`src/rtl/ifid_hazard_ctrl.sv`:
```
// IF/ID pipeline sequencing: load-use stalls, branch redirect flushes,
// instruction-memory wait bubbles and saturating stall/flush counters.
module ifid_hazard_ctrl #(
  parameter int FlushCycles = 2,
  parameter int CntWidth    = 16
) (
  input  logic                clk,
  input  logic                rst,
  input  logic [4:0]          id_rs1n,
  input  logic [4:0]          id_rs2n,
  input  logic                id_uses_rs1,
  input  logic                id_uses_rs2,
  input  logic                ex_valid,
  input  logic                ex_is_load,
  input  logic [4:0]          ex_rdn,
  input  logic                br_taken,
  input  logic                imem_ready,
  input  logic                clr_cnt,
  output logic                pc_en,
  output logic                pc_sel,
  output logic                ifid_en,
  output logic                ifid_flush,
  output logic                idex_flush,
  output logic [1:0]          state,
  output logic [CntWidth-1:0] stall_cnt,
  output logic [CntWidth-1:0] flush_cnt
);

  typedef enum logic [1:0] {
    RUN      = 2'd0,
    REDIRECT = 2'd1,
    IWAIT    = 2'd2
  } state_t;

  localparam int DcWidth = (FlushCycles > 2) ? $clog2(FlushCycles) : 1;
  localparam logic [DcWidth-1:0] DcLoad = DcWidth'(FlushCycles - 1);

  state_t             state_q, state_d;
  logic [DcWidth-1:0] dc_q, dc_d;
  logic               hazard;
  logic               stall_inc;
  logic               flush_inc;

  assign hazard = ex_valid & ex_is_load & (ex_rdn != 5'd0) &
                  ((id_uses_rs1 & (id_rs1n == ex_rdn)) |
                   (id_uses_rs2 & (id_rs2n == ex_rdn)));

  assign state = state_q;

  always_ff @(posedge clk) begin
    if (rst) begin
      state_q <= RUN;
      dc_q    <= '0;
    end else begin
      state_q <= state_d;
      dc_q    <= dc_d;
    end
  end

  // Clear wins over increment; both counters stick at all-ones.
  always_ff @(posedge clk) begin
    if (rst || clr_cnt) begin
      stall_cnt <= '0;
      flush_cnt <= '0;
    end else begin
      if (stall_inc && (stall_cnt != '1)) stall_cnt <= stall_cnt + 1'b1;
      if (flush_inc && (flush_cnt != '1)) flush_cnt <= flush_cnt + 1'b1;
    end
  end

  always_comb begin
    pc_en      = 1'b1;
    pc_sel     = 1'b0;
    ifid_en    = 1'b1;
    ifid_flush = 1'b0;
    idex_flush = 1'b0;
    state_d    = state_q;
    dc_d       = dc_q;
    stall_inc  = 1'b0;
    flush_inc  = 1'b0;

    if (rst) begin
      pc_en      = 1'b0;
      ifid_en    = 1'b0;
      ifid_flush = 1'b1;
      idex_flush = 1'b1;
      state_d    = RUN;
      dc_d       = '0;
    end else if (br_taken) begin
      pc_sel     = 1'b1;
      ifid_flush = 1'b1;
      idex_flush = 1'b1;
      flush_inc  = 1'b1;
      if (FlushCycles > 1) begin
        state_d = REDIRECT;
        dc_d    = DcLoad;
      end else begin
        state_d = RUN;
      end
    end else begin
      case (state_q)
        // ID holds a bubble here, so any apparent hazard is ignored.
        REDIRECT: begin
          ifid_flush = 1'b1;
          pc_en      = imem_ready;
          dc_d       = dc_q - DcWidth'(1);
          if (dc_q <= DcWidth'(1)) state_d = RUN;
        end
        RUN, IWAIT: begin
          if (hazard) begin
            pc_en      = 1'b0;
            ifid_en    = 1'b0;
            idex_flush = 1'b1;
            stall_inc  = 1'b1;
          end else if (!imem_ready) begin
            pc_en      = 1'b0;
            ifid_flush = 1'b1;
            stall_inc  = 1'b1;
            state_d    = IWAIT;
          end else begin
            state_d = RUN;
          end
        end
        default: begin
          pc_en      = 1'b0;
          ifid_flush = 1'b1;
          idex_flush = 1'b1;
          state_d    = RUN;
        end
      endcase
    end
  end

endmodule
```
`config.mk`:
```
export PLATFORM = sky130hd
export DESIGN_NAME = ifid_hazard_ctrl
export DESIGN_NICKNAME = d
export VERILOG_FILES = /design/src/rtl/ifid_hazard_ctrl.sv
export SDC_FILE = /design/constraint.sdc
export NUM_CORES = 1
export LEC_CHECK = 0
export ABC_AREA = 1
export BUFFER_PORTS_ARGS = -buffer_cell sky130_fd_sc_hd__buf_4
export CORE_MARGIN = 2
export CORE_UTILIZATION = 30
export CTS_BUF_LIST = sky130_fd_sc_hd__clkbuf_16
export DETAILED_ROUTE_END_ITERATION = 16
export SLEW_MARGIN = 10
export SYNTH_ARGS = -nofsm -noshare
export SYNTH_HDL_FRONTEND = slang
export SYNTH_SLANG_ARGS = --single-unit
```
`constraint.sdc`:
```
create_clock -name clk -period 2.9 [get_ports clk]
set_clock_uncertainty 0.15 [all_clocks]
set_input_delay 0.58 -clock clk [delete_from_list [all_inputs] [get_ports clk]]
set_output_delay 0.58 -clock clk [all_outputs]
set_load 0.05 [all_outputs]
```
# --- Word level (Yosys, flattened, before mapping) ---
# Index checks and enable logic that the tools add are counted.
word_totals:
  reg_bits: 35
  input_bits: 24
  out_inout_bits: 39
classes:
  add_sub_neg: 3
  n_lt_le_gt_ge: 1
  eq_ne: 10
  muxes: 31
  bitwise_logic: 6
  n_reduce_logical: 10
op_table:
  columns: ["cell", "count"]
  rows:
  - ["adder 16 x 1 -> 16 bit (second input constant)", 2]
  - ["!= test 16 bit (second input constant)", 2]
  - ["two-way mux 1 bit", 25]
  - ["== test 5 bit", 2]
  - ["two-way mux 2 bit", 3]
  - ["!= test 3 bit (second input constant)", 2]
  - ["bitwise AND 1 bit", 5]
  - ["nonzero test 5 bit", 1]
  - ["!= test 2 bit (second input constant)", 2]
  - ["case mux 1 bit (2 select lines)", 2]
  - ["case mux 2 bit (2 select lines)", 1]
  - ["AND reduction 2 bit", 2]
  - ["OR reduction 2 bit", 2]
  - ["== test 2 x 1 -> 1 bit (second input constant)", 1]
  - ["== test 2 bit (second input constant)", 1]
  - ["logical AND 1 bit", 2]
  - ["logical NOT 2 bit", 1]
  - ["nonzero test 2 bit", 1]
  - ["less-or-equal comparator 1 bit (second input constant)", 1]
  - ["logical OR 1 bit", 1]
  - ["OR 1 bit", 1]
  - ["subtractor 1 bit (second input constant)", 1]

# --- Depth between registers and ports, before layout ---
# Gate-level depths: netlist of the first run.
logic_depth:
  word_depth: 9
  depth_mapped: 12

# --- Worst setup path after synthesis of the first run ---
# Ideal clock, no wire load.
synth_timing:
  path_type: "input -> output"
  from: "input ex_rdn[0]"
  to: "output ifid_en"
  arrival_time_ns: 2.202
  required_time_ns: 2.170
  setup_slack_ns: -0.032
  stages: 11
  n_path_buf: 0
  cell_sequence: "inv_1 > nand2_1 > nand2_1 > nor2_1 > nand3_1 > nand2_1 > nand2_1 > inv_2 > nand2_1 > inv_1 > o21ai_0"
synth_between:
  elab_chain_len: 8
  word_cells_on_any_way: 12
  cone_classes: "eq/ne: 2; mux: 4; bitwise: 5; reduce/logical: 1"
synth_rtl:
  columns: ["element", "line", "source"]
  rows:
  - ["start: declaration", "15", "input logic [4:0] ex_rdn,"]
  - ["== test 5 bit, on equally long branches", "45, 46", null]
  - ["bitwise AND 1 bit, on equally long branches", "45, 46", null]
  - ["OR 1 bit", "45", "((id_uses_rs1 & (id_rs1n == ex_rdn)) |"]
  - ["bitwise AND 1 bit *", "44", "assign hazard = ex_valid & ex_is_load & (ex_rdn != 5'd0) &"]
  - ["two-way mux 1 bit *", "110", "if (hazard) begin"]
  - ["two-way mux 1 bit *", "101", "case (state_q)"]
  - ["two-way mux 1 bit *", "89", "end else if (br_taken) begin"]
  - ["two-way mux 1 bit *", "82", "if (rst) begin"]
  - ["end: declaration", "21", "output logic ifid_en,"]
# Mark *: on every way between the ends. The rest lies on a longest branch, timed or not.

# --- Worst setup path after layout of the first run ---
layout_timing:
  from: "input ex_rdn[0]"
  to: "output idex_flush"
layout_between:
  elab_chain_len: 8
  word_cells_on_any_way: 12
  cone_classes: "eq/ne: 2; mux: 4; bitwise: 5; reduce/logical: 1"
layout_rtl:
  columns: ["element", "line", "source"]
  rows:
  - ["== test 5 bit, on equally long branches", "45, 46", null]
  - ["bitwise AND 1 bit, on equally long branches", "45, 46", null]
  - ["OR 1 bit", "45", null]
  - ["bitwise AND 1 bit *", "44", null]
  - ["two-way mux 1 bit *", "110", null]
  - ["case mux 1 bit (2 select lines) *", "101", null]
  - ["two-way mux 1 bit *", "89", null]
  - ["two-way mux 1 bit *", "82", null]
  - ["end: declaration", "23", "output logic idex_flush,"]
# Marks and branches as above.

==> results of run 1 <==
final timing paths:
| check | cells past startpoint | to | start | slack, ps |
|---|---|---|---|---|
| hold reg to reg | 2 | state[1] | state[1] | 330 |
| hold / removal | 2 | state[1] | state[1] | 330 |
| setup reg to reg | 9 | flush_cnt[7] | flush_cnt[0] | 740 |
| setup / recovery | 13 | idex_flush | ex_rdn[0] | 440 |
power groups by stage:
stage / logic, mW / clock network [mW] / registers, mW
after floorplan: 0.0662 / 0 / 0.489
after global placement: 0.126 / 0 / 0.482
after detailed placement: 0.127 / 0 / 0.482
after CTS: 0.127 / 0.520 / 0.471
after global routing: 0.138 / 0.538 / 0.472
final: 0.127 / 0.506 / 0.472
metal layers:
layer	vias up	wire, um	share of wire	track usage
met5	-	0	0	0
met2	49	2630	0.47	0.240
met3	9	276	0.049	0.0339
met4	0	88	0.016	0.0476
met1	1004	2590	0.46	0.188
li1	1202	-	-	-
state kept, by name, indices dropped and copies added (netlist names):
register and flops:
flush_cnt 16, stall_cnt 16, state 2
worst min-delay path, stage by stage, from the launching register on:
cell	delay (ps)
sky130_fd_sc_hd__dfxtp_1	310
sky130_fd_sc_hd__inv_1	70
sky130_fd_sc_hd__a21oi_1	60
logic make-up after synthesis:
group                    after synthesis
AND/OR/NAND/NOR                      193
buffers and inverters                 48
XOR/XNOR                              15
flip-flops                            34
AO/OA/AOI/OAI                         40
adder cells (fa/ha/maj)                2
layout make-up:
cell class	count	area (um^2)	area share
sequential	34	681	0.242
timing repair buffer	65	488	0.173
tap	96	120	0.0426
multi-input combinational	250	1240	0.439
clock inverter	3	12.5	0.00444
clock buffer	5	125	0.0444
inverter	41	154	0.0546
cells in the mapped netlist, drive strengths merged:
library cell / n / share of area
nand2: 99 / 0.18
nor2: 44 / 0.082
inv: 40 / 0.071
dfxtp: 34 / 0.32
a21oi: 26 / 0.063
nand4: 17 / 0.050
nand3: 16 / 0.046
nor3: 12 / 0.036
o21ai: 11 / 0.026
xor2: 11 / 0.046
buf: 5 / 0.017
xnor2: 4 / 0.017
clkbuf: 2 / 0.0036
ha: 2 / 0.012
nor3b: 2 / 0.0071
nor4: 2 / 0.0059
o21a: 2 / 0.0071
clkinv: 1 / 0.0018
o21ba: 1 / 0.0047
or2: 1 / 0.0030
stage by stage:
step	instances	area, um^2	util
2_1_floorplan	332	2110	-
3_3_place_gp	486	2680	0.394
3_5_place_dp	486	2680	0.394
4_1_cts	494	2820	0.415
5_1_grt	494	2820	0.415
6_report	494	2820	0.415
==> summary by stage, run 1 <==
Routing
In the routed layout, each cell is associated on average with a via count of 4.58. The routed length per placed instance is 11.3 um. After the first detailed-routing iteration, the DRC count stood at 106. The first detailed-routing pass took 6 iterations.

In the routed design, unresolved DRC markers number 0. The aggregate routed wire length is 5580 um. The vias after detailed routing is 2,264. In this run the remaining antenna-violating nets after routing total 0.

Flow run
Across the run, the number of max-cap violations was 0.

Synth
The adder and majority gate portion of the synthesized area is 0.0118. The count of yosys warnings during synthesis is 0. The mean cell area of the mapped netlist is 6.37 um^2.

The cell count after synthesis came out at 332. The post-synthesis register bit count is 34. The cell area that synthesis handed to floorplanning was 2110 um^2. The synthesized-area fraction occupied by and/or/nand/nor cells is 0.410.

The distinct cell type count of the synthesized netlist is 30. The share of the synthesized netlist area taken by xor and xnor gates is 0.0622. The part of the Yosys area used for sequential elements is 0.322. The share of the synthesized area in compound gates (AO/OA/AOI/OAI) was 0.101. The post-synthesis net count is 358.

The portion of synthesized area spent on multiplexers is 0. By area, the combinational part of the netlist is dominated by simple AND/OR/NAND/NOR gates.

Worst setup path
The slowest cell on the critical path is sky130_fd_sc_hd__or2_1. The type of the setup path with the least slack is input pin to output pin. The maximum fanout along the worst path is 3. For the worst setup path, the data arrival time is 1730 ps. The kind of start point of the critical path is an input pin.

Walking the worst path, the cells encountered are buf_4, inv_1, nand2_1, nand2_1, nor2_1, nand3_1, nand2_1, nand2_1, inv_2, nand2_1, o21ai_1, or2_1, buf_4. For the worst setup path, the data required time is 2170 ps. The worst setup path is captured at an output pin. For this run, the slowest stage of the critical path takes 220 ps. The most used cell along the critical path is sky130_fd_sc_hd__nand2_1.

The cell family contributing the most delay on the critical path is simple AND/OR/NAND/NOR gates. The critical path contains buffers and inverters numbering 4 combined.

Power
Of the total power, the share spent switching nets is 0.252. The design draws 1.10 mW. VDD sags by at most 0.000250 V. The cell-internal power is 826 uW.

The part of the total power dissipated in sequential elements is 0.427. The share of total power dissipated in combinational logic is 0.115. Summed over all cells, the static leakage comes to 1.20 nW. The clock network power share is 0.458.

In this run the power spent charging and discharging nets is 278 uW. Power spread over the standard cell area amounts to 392 nW/um^2.

Placement
The final weighted congestion of routability-driven global placement is 0.901. Detailed placement ended at an HPWL of 4160 um. The number of buffers added on ports is 62.

OpenSTA, run right after detailed placement, puts the worst setup slack at 437 ps.

CTS
Clock latency on the worst-skew pair, taken at its later pin, is 280 ps. The H-tree generated during clock tree synthesis spans 2 levels. After clock tree synthesis, the clock-pin slew on the worst setup and hold paths is 50 ps. The longest clock path from root to sink contains 2 buffers.

The TritonCTS sink count is 34. In this run the clock root is driven by a sky130_fd_sc_hd__clkbuf_16. The number of setup buffers added after CTS is 0.

For this design, the CTS-stage hold fixing added 0 buffers. TritonCTS built the clock tree. The number of instances resized during post-cts repair is 0. The number of clock buffers inserted by TritonCTS is 5.

GRT
The via count of the first global-routing pass is 1,996. The number of antenna violations at the first check in global routing is 0. After global routing the overflow that remains totals 0. The pin count of the biggest net entering global routing is 18. For this run, the total global-route usage over all layers was measured as 0.146.

The wire length of the first global-routing pass is 9000 um.

STA
The worst setup slack after layout is 439 ps. The count of final max-slew check failures came to 0. For the pin with the worst max-slew slack, the measured transition is 494 ps. Setup total negative slack on the finished layout was measured at 0 ps. The share of the clock period used by the worst path is 0.848. Headroom to the max-slew limit came out at 0.670. The final count of hold timing violations is 0. The peak clock frequency supported by timing is 406 MHz. Final hold analysis gives a worst-case slack of 330 ps.

The clock period could shrink to 2460 ps. The number of failing setup endpoints in the final timing report is 0. Setup repair after global routing left no endpoint under its margin.

Finish
Of the cells placed in the final design, the portion with a size suffix greater than 1 is 0.226. The filler cell count in the final layout is 726. The most common cell after layout, fill and taps aside is sky130_fd_sc_hd__nand2_1.

The net count of the finished layout is 423. The top cell types in the final layout, fill and taps aside, are sky130_fd_sc_hd__nand2_1 (96), sky130_fd_sc_hd__buf_4 (65), sky130_fd_sc_hd__nor2_1 (43). The number of diodes is 0. Compared with the post-synthesis result, the final layout area differs by 33.3%.

Floorplan
The core region is 6790 um^2. Measured along the y axis, the die boundary spans 87.9 um. The initialized floorplan defines 30 standard-cell rows. The effective utilization at floorplan is 0.311. The number of I/O pins is 63. The die width is 87.9 um.

The total die area is 7730 um^2.

Worst hold path
The worst hold path belongs to the class register to register.

Run status
The flow ran to the end, and the final reports show no timing, DRC or antenna violations.
Note: power is estimated with default switching activity, not from simulation.
==> run 2, diff against run 1 <==
--- a/config.mk
+++ b/config.mk
@@ -5,7 +5,7 @@
 export SDC_FILE = /design/constraint.sdc
 export NUM_CORES = 1
 export LEC_CHECK = 0
-export ABC_AREA = 1
+export ABC_AREA = 0
 export BUFFER_PORTS_ARGS = -buffer_cell sky130_fd_sc_hd__buf_4
 export CORE_MARGIN = 2
 export CORE_UTILIZATION = 30
==> constraint.sdc (replaced) <==
create_clock -name clk -period 2.1 [get_ports clk]
set_clock_uncertainty 0.15 [all_clocks]
set_input_delay 0.42 -clock clk [delete_from_list [all_inputs] [get_ports clk]]
set_output_delay 0.42 -clock clk [all_outputs]
set_load 0.05 [all_outputs]
==> summary by stage, run 2 <==
Worst setup path
The maximum fanout along the worst path is 2 (-1). The critical path required time was 1530 ps (-640 ps). The arrival time of the worst setup path was 2060 ps (+330 ps). The start point of the critical path is ex_rdn[1].

The setup slack on the worst flop-to-flop path is -20 ps (-760 ps). The critical path endpoint category is an output pin. The kind of start point of the critical path is an input pin. The critical path in this run is classified as input pin to output pin. The launch point of the worst reg-to-reg path is stall_cnt[5]. The number of cell instances on the worst register-to-register path is 6 (-3).

The worst register-to-register path ends at stall_cnt[3].

STA
The count of final max-slew check failures is 0 (unchanged). The headroom to the max-slew limit is 0.647 (-0.0230). The share of the clock period used by the worst path is 1.25.

The actual slew at the worst max-slew pin came to 529 ps (+35.7 ps). Setup repair after global routing could not meet its margin everywhere. The worst setup slack after layout is -531 ps (-970 ps). The final worst hold slack was 313 ps (-16.7 ps). The peak clock frequency supported by timing is 380 MHz. The number of failing setup endpoints in the final timing report is 11 (+11). The smallest clock period supported by the final layout is computed as 2630 ps. The final count of hold timing violations is 0 (unchanged).

Floorplan
The number of rows created at floorplan is 28 (-6.7%). The effective utilization at floorplan came to 0.308 (-0.00344). The chip height is 81.7 um (-7.1%). The total die area is 6670 um^2 (-14%). The area of the core region came to 5890 um^2 (-13%).

The die width is 81.7 um (-7.1%). The number of I/O pins is 63 (unchanged).

Synth
The number of enable flip-flop cells after synthesis is 0 (unchanged). The distinct cell type count of the synthesized netlist is 41 (+37%). The post-synthesis net count is 246 (-31%).

The share of Yosys cell area claimed by the top area cell type is 0.376 (+0.0539). The biggest area contributor in the post-synthesis netlist is sky130_fd_sc_hd__dfxtp_1. The library cell with the highest instance count after synthesis is sky130_fd_sc_hd__dfxtp_1.

The summed instance area of the synthesized netlist came to 1810 um^2 (-14%). The synthesized netlist cell count was 220 (-34%). For this run, the leading register cell type out of synthesis is sky130_fd_sc_hd__dfxtp_1. The mean cell area of the mapped netlist was 8.23 um^2 (+29%). After synthesis, the most frequently instantiated cells are sky130_fd_sc_hd__dfxtp_1 (34), sky130_fd_sc_hd__nor2_1 (22), sky130_fd_sc_hd__nand3_1 (18), sky130_fd_sc_hd__a21oi_1 (16), sky130_fd_sc_hd__nand2_1 (16).

Sorting the synthesized cells by area gives the leading types as sky130_fd_sc_hd__dfxtp_1 (38%), sky130_fd_sc_hd__xnor2_1 (5.8%), sky130_fd_sc_hd__nand3_1 (5.0%), sky130_fd_sc_hd__xor2_1 (4.8%), sky130_fd_sc_hd__nor2_1 (4.6%). The post-synthesis register bit count came to 34 (unchanged). The count of yosys warnings during synthesis is 0 (unchanged). The async set-reset flop share out of synthesis is 0 (unchanged). The part of the Yosys area used for sequential elements was 0.376 (+0.0539).

GRT
The via count of the first global-routing pass is 1,869 (-6.4%). The global routing usage summed across all routing layers is 0.165 (+0.0189). The pin count of the biggest net entering global routing was 30 (+12). The number of antenna violations at the first check in global routing was 0 (unchanged).

The sum of overflow across all layers after global routing is 0 (unchanged). The wire length of the first global-routing pass is 8550 um (-5.1%).

Placement
The number of placed instances, taps included came to 391 (-20%). The number of buffers added on ports is 62 (unchanged). The HPWL after detailed placement was 3810 um (-8.6%). The worst slack at placement is -567 ps (-1000 ps). The final weighted congestion of routability-driven global placement is 0.812 (-9.9%).

Finish
The core utilization of the finished layout is 0.523 (+0.109). The number of diodes was 0 (unchanged). The share of cells above drive strength 1 is 0.486 (+0.260). The number of nets in the layout is 359 (-15%).

The filler cell count in the final layout is 568 (-22%). The top cell types in the final layout, fill and taps aside, are sky130_fd_sc_hd__buf_4 (99), sky130_fd_sc_hd__dfxtp_1 (26), sky130_fd_sc_hd__nor2_1 (21). The layout overhead on the synthesized area is 70.1%. Leaving out fill and tap cells, the most frequent cell in the layout is sky130_fd_sc_hd__buf_4. The number of standard cells in the layout, taps in and fillers out is 408 (-17%).

Power
The overall power consumption is 1.56 mW (+42%). The switching power summed over all nets came to 368 uW (+33%). The net switching fraction of the power is 0.236 (-0.0159).

The power density over cell area was 508 nW/um^2 (+29%). The maximum ir drop on the vdd rail is 0.000360 V (+44%). The cell-internal power is 1.19 mW (+45%). The part of the total power dissipated in sequential elements is 0.417 (-0.010).

The total leakage power was 1.27 nW (+5.8%). The clock network power share is 0.428 (-0.030). The combinational share of power is 0.156 (+0.041).

CTS
The buffer levels on the longest clock path was 2 (unchanged). The cell sitting at the root of the clock tree is a sky130_fd_sc_hd__clkbuf_16. The number of clock buffers inserted by TritonCTS is 5 (unchanged). The worst-skew pair later-pin latency was 270 ps (about the same).

The number of levels the H-tree was split into is 2 (unchanged). The clock slew at the register clock pins of the worst setup and hold paths is 50 ps (about the same). TritonCTS built the clock tree. The TritonCTS sink count is 34 (unchanged).

Routing
The detailed-route DRC error count came to 0 (unchanged). The vias after detailed routing is 2,018 (-11%). The first-pass iteration count of the detailed router is 4 (-2).

The aggregate routed wire length is 5380 um (-3.6%). The remaining antenna violation count is 0 (unchanged). The via density per instance was 4.95 (+7.9%). The detailed router's first-iteration violation count is 86 (-19%).

The routed length per placed instance is 13.2 um (+17%).

Flow run
The count of maximum capacitance violations was 0 (unchanged).

Run status
The checks that failed: negative setup slack. The flow ran to the end, but the final reports show violations.

Worst hold path
The hold path depth is 4 (+2). The class of the most critical hold timing path is input pin to register. The origin of the worst min-delay path is clr_cnt. The path with the worst hold slack has its endpoint at stall_cnt[7].
-- run 2: cells by family (layout without fill, tap and decap cells) --
kind of cell | count (synthesis) | count (layout) | synth area share
and+or+nand+nor | 103 | 104 | 0.308
AOI/OAI and AO/OA | 45 | 45 | 0.152
DFF | 34 | 34 | 0.376
xor gates and xnor gates | 22 | 22 | 0.106
buffers and inverters | 11 | 123 | 0.0276
muxes | 3 | 3 | 0.0166
adders and majority gates | 2 | 2 | 0.0138
-- run 2: worst max-delay path by stage --
stage                 end  slack (ps)
5_1_grt        idex_flush        -560
4_1_cts        idex_flush        -520
3_5_place_dp   idex_flush        -570
2_1_floorplan  idex_flush        -400
3_3_place_gp   idex_flush        -560
6_report       idex_flush        -530
-- run 2: final cells by class --
type,count,area (um^2),share of cell area
inverters,5,18.8,0.00610
flip-flops and latches,34,691,0.224
well taps,75,93.8,0.0305
clock inverters,2,7.51,0.00244
clock buffers,5,125,0.0406
multi-input cells,176,1260,0.411
repair buffers,111,878,0.285
-- run 2: metrics by stage --
stage | TNS [ps] | area, um^2
6_report | -1650 | 3080
4_1_cts | -1580 | 2950
5_1_grt | -2680 | 3080
2_1_floorplan | -1000 | 1860
3_5_place_dp | -6190 | 2690
3_3_place_gp | -5660 | 2690
-- run 2: layer usage --
metal / up-vias / wire (um) / track usage / share of wire
li1: 1032 / - / - / -
met3: 8 / 230 / 0.0363 / 0.043
met2: 45 / 2720 / 0.291 / 0.50
met1: 933 / 2380 / 0.201 / 0.44
met4: 0 / 51 / 0.0467 / 0.0095
met5: - / 0 / 0 / 0
-- run 2: power by group through the flow --
stage / registers [mW] / logic [mW] / clock network, mW
finish: 0.651 / 0.243 / 0.669
floorplan: 0.676 / 0.0834 / 0
global route: 0.650 / 0.260 / 0.717
CTS: 0.651 / 0.224 / 0.687
global placement: 0.664 / 0.198 / 0
detailed placement: 0.664 / 0.200 / 0
-- run 2: repair_timing --
| item | in CTS | in global routing |
|---|---|---|
| setup endpoints to repair | 12 | 18 |
| pin swaps | 8 | 30 |
| setup buffers | 6 | 4 |
| hold buffers | 0 | 0 |
| cloned | 1 | 0 |
| endpoints found under the hold margin | 0 | 0 |
| gates resized for setup | 17 | 31 |
-- run 2: critical path: stages --
cell and delay (ps):
sky130_fd_sc_hd__buf_6 90, sky130_fd_sc_hd__or4_4 530, sky130_fd_sc_hd__o211a_1 250, sky130_fd_sc_hd__nand2_2 80, sky130_fd_sc_hd__nor2_2 40, sky130_fd_sc_hd__or4b_4 480
sky130_fd_sc_hd__buf_6 170
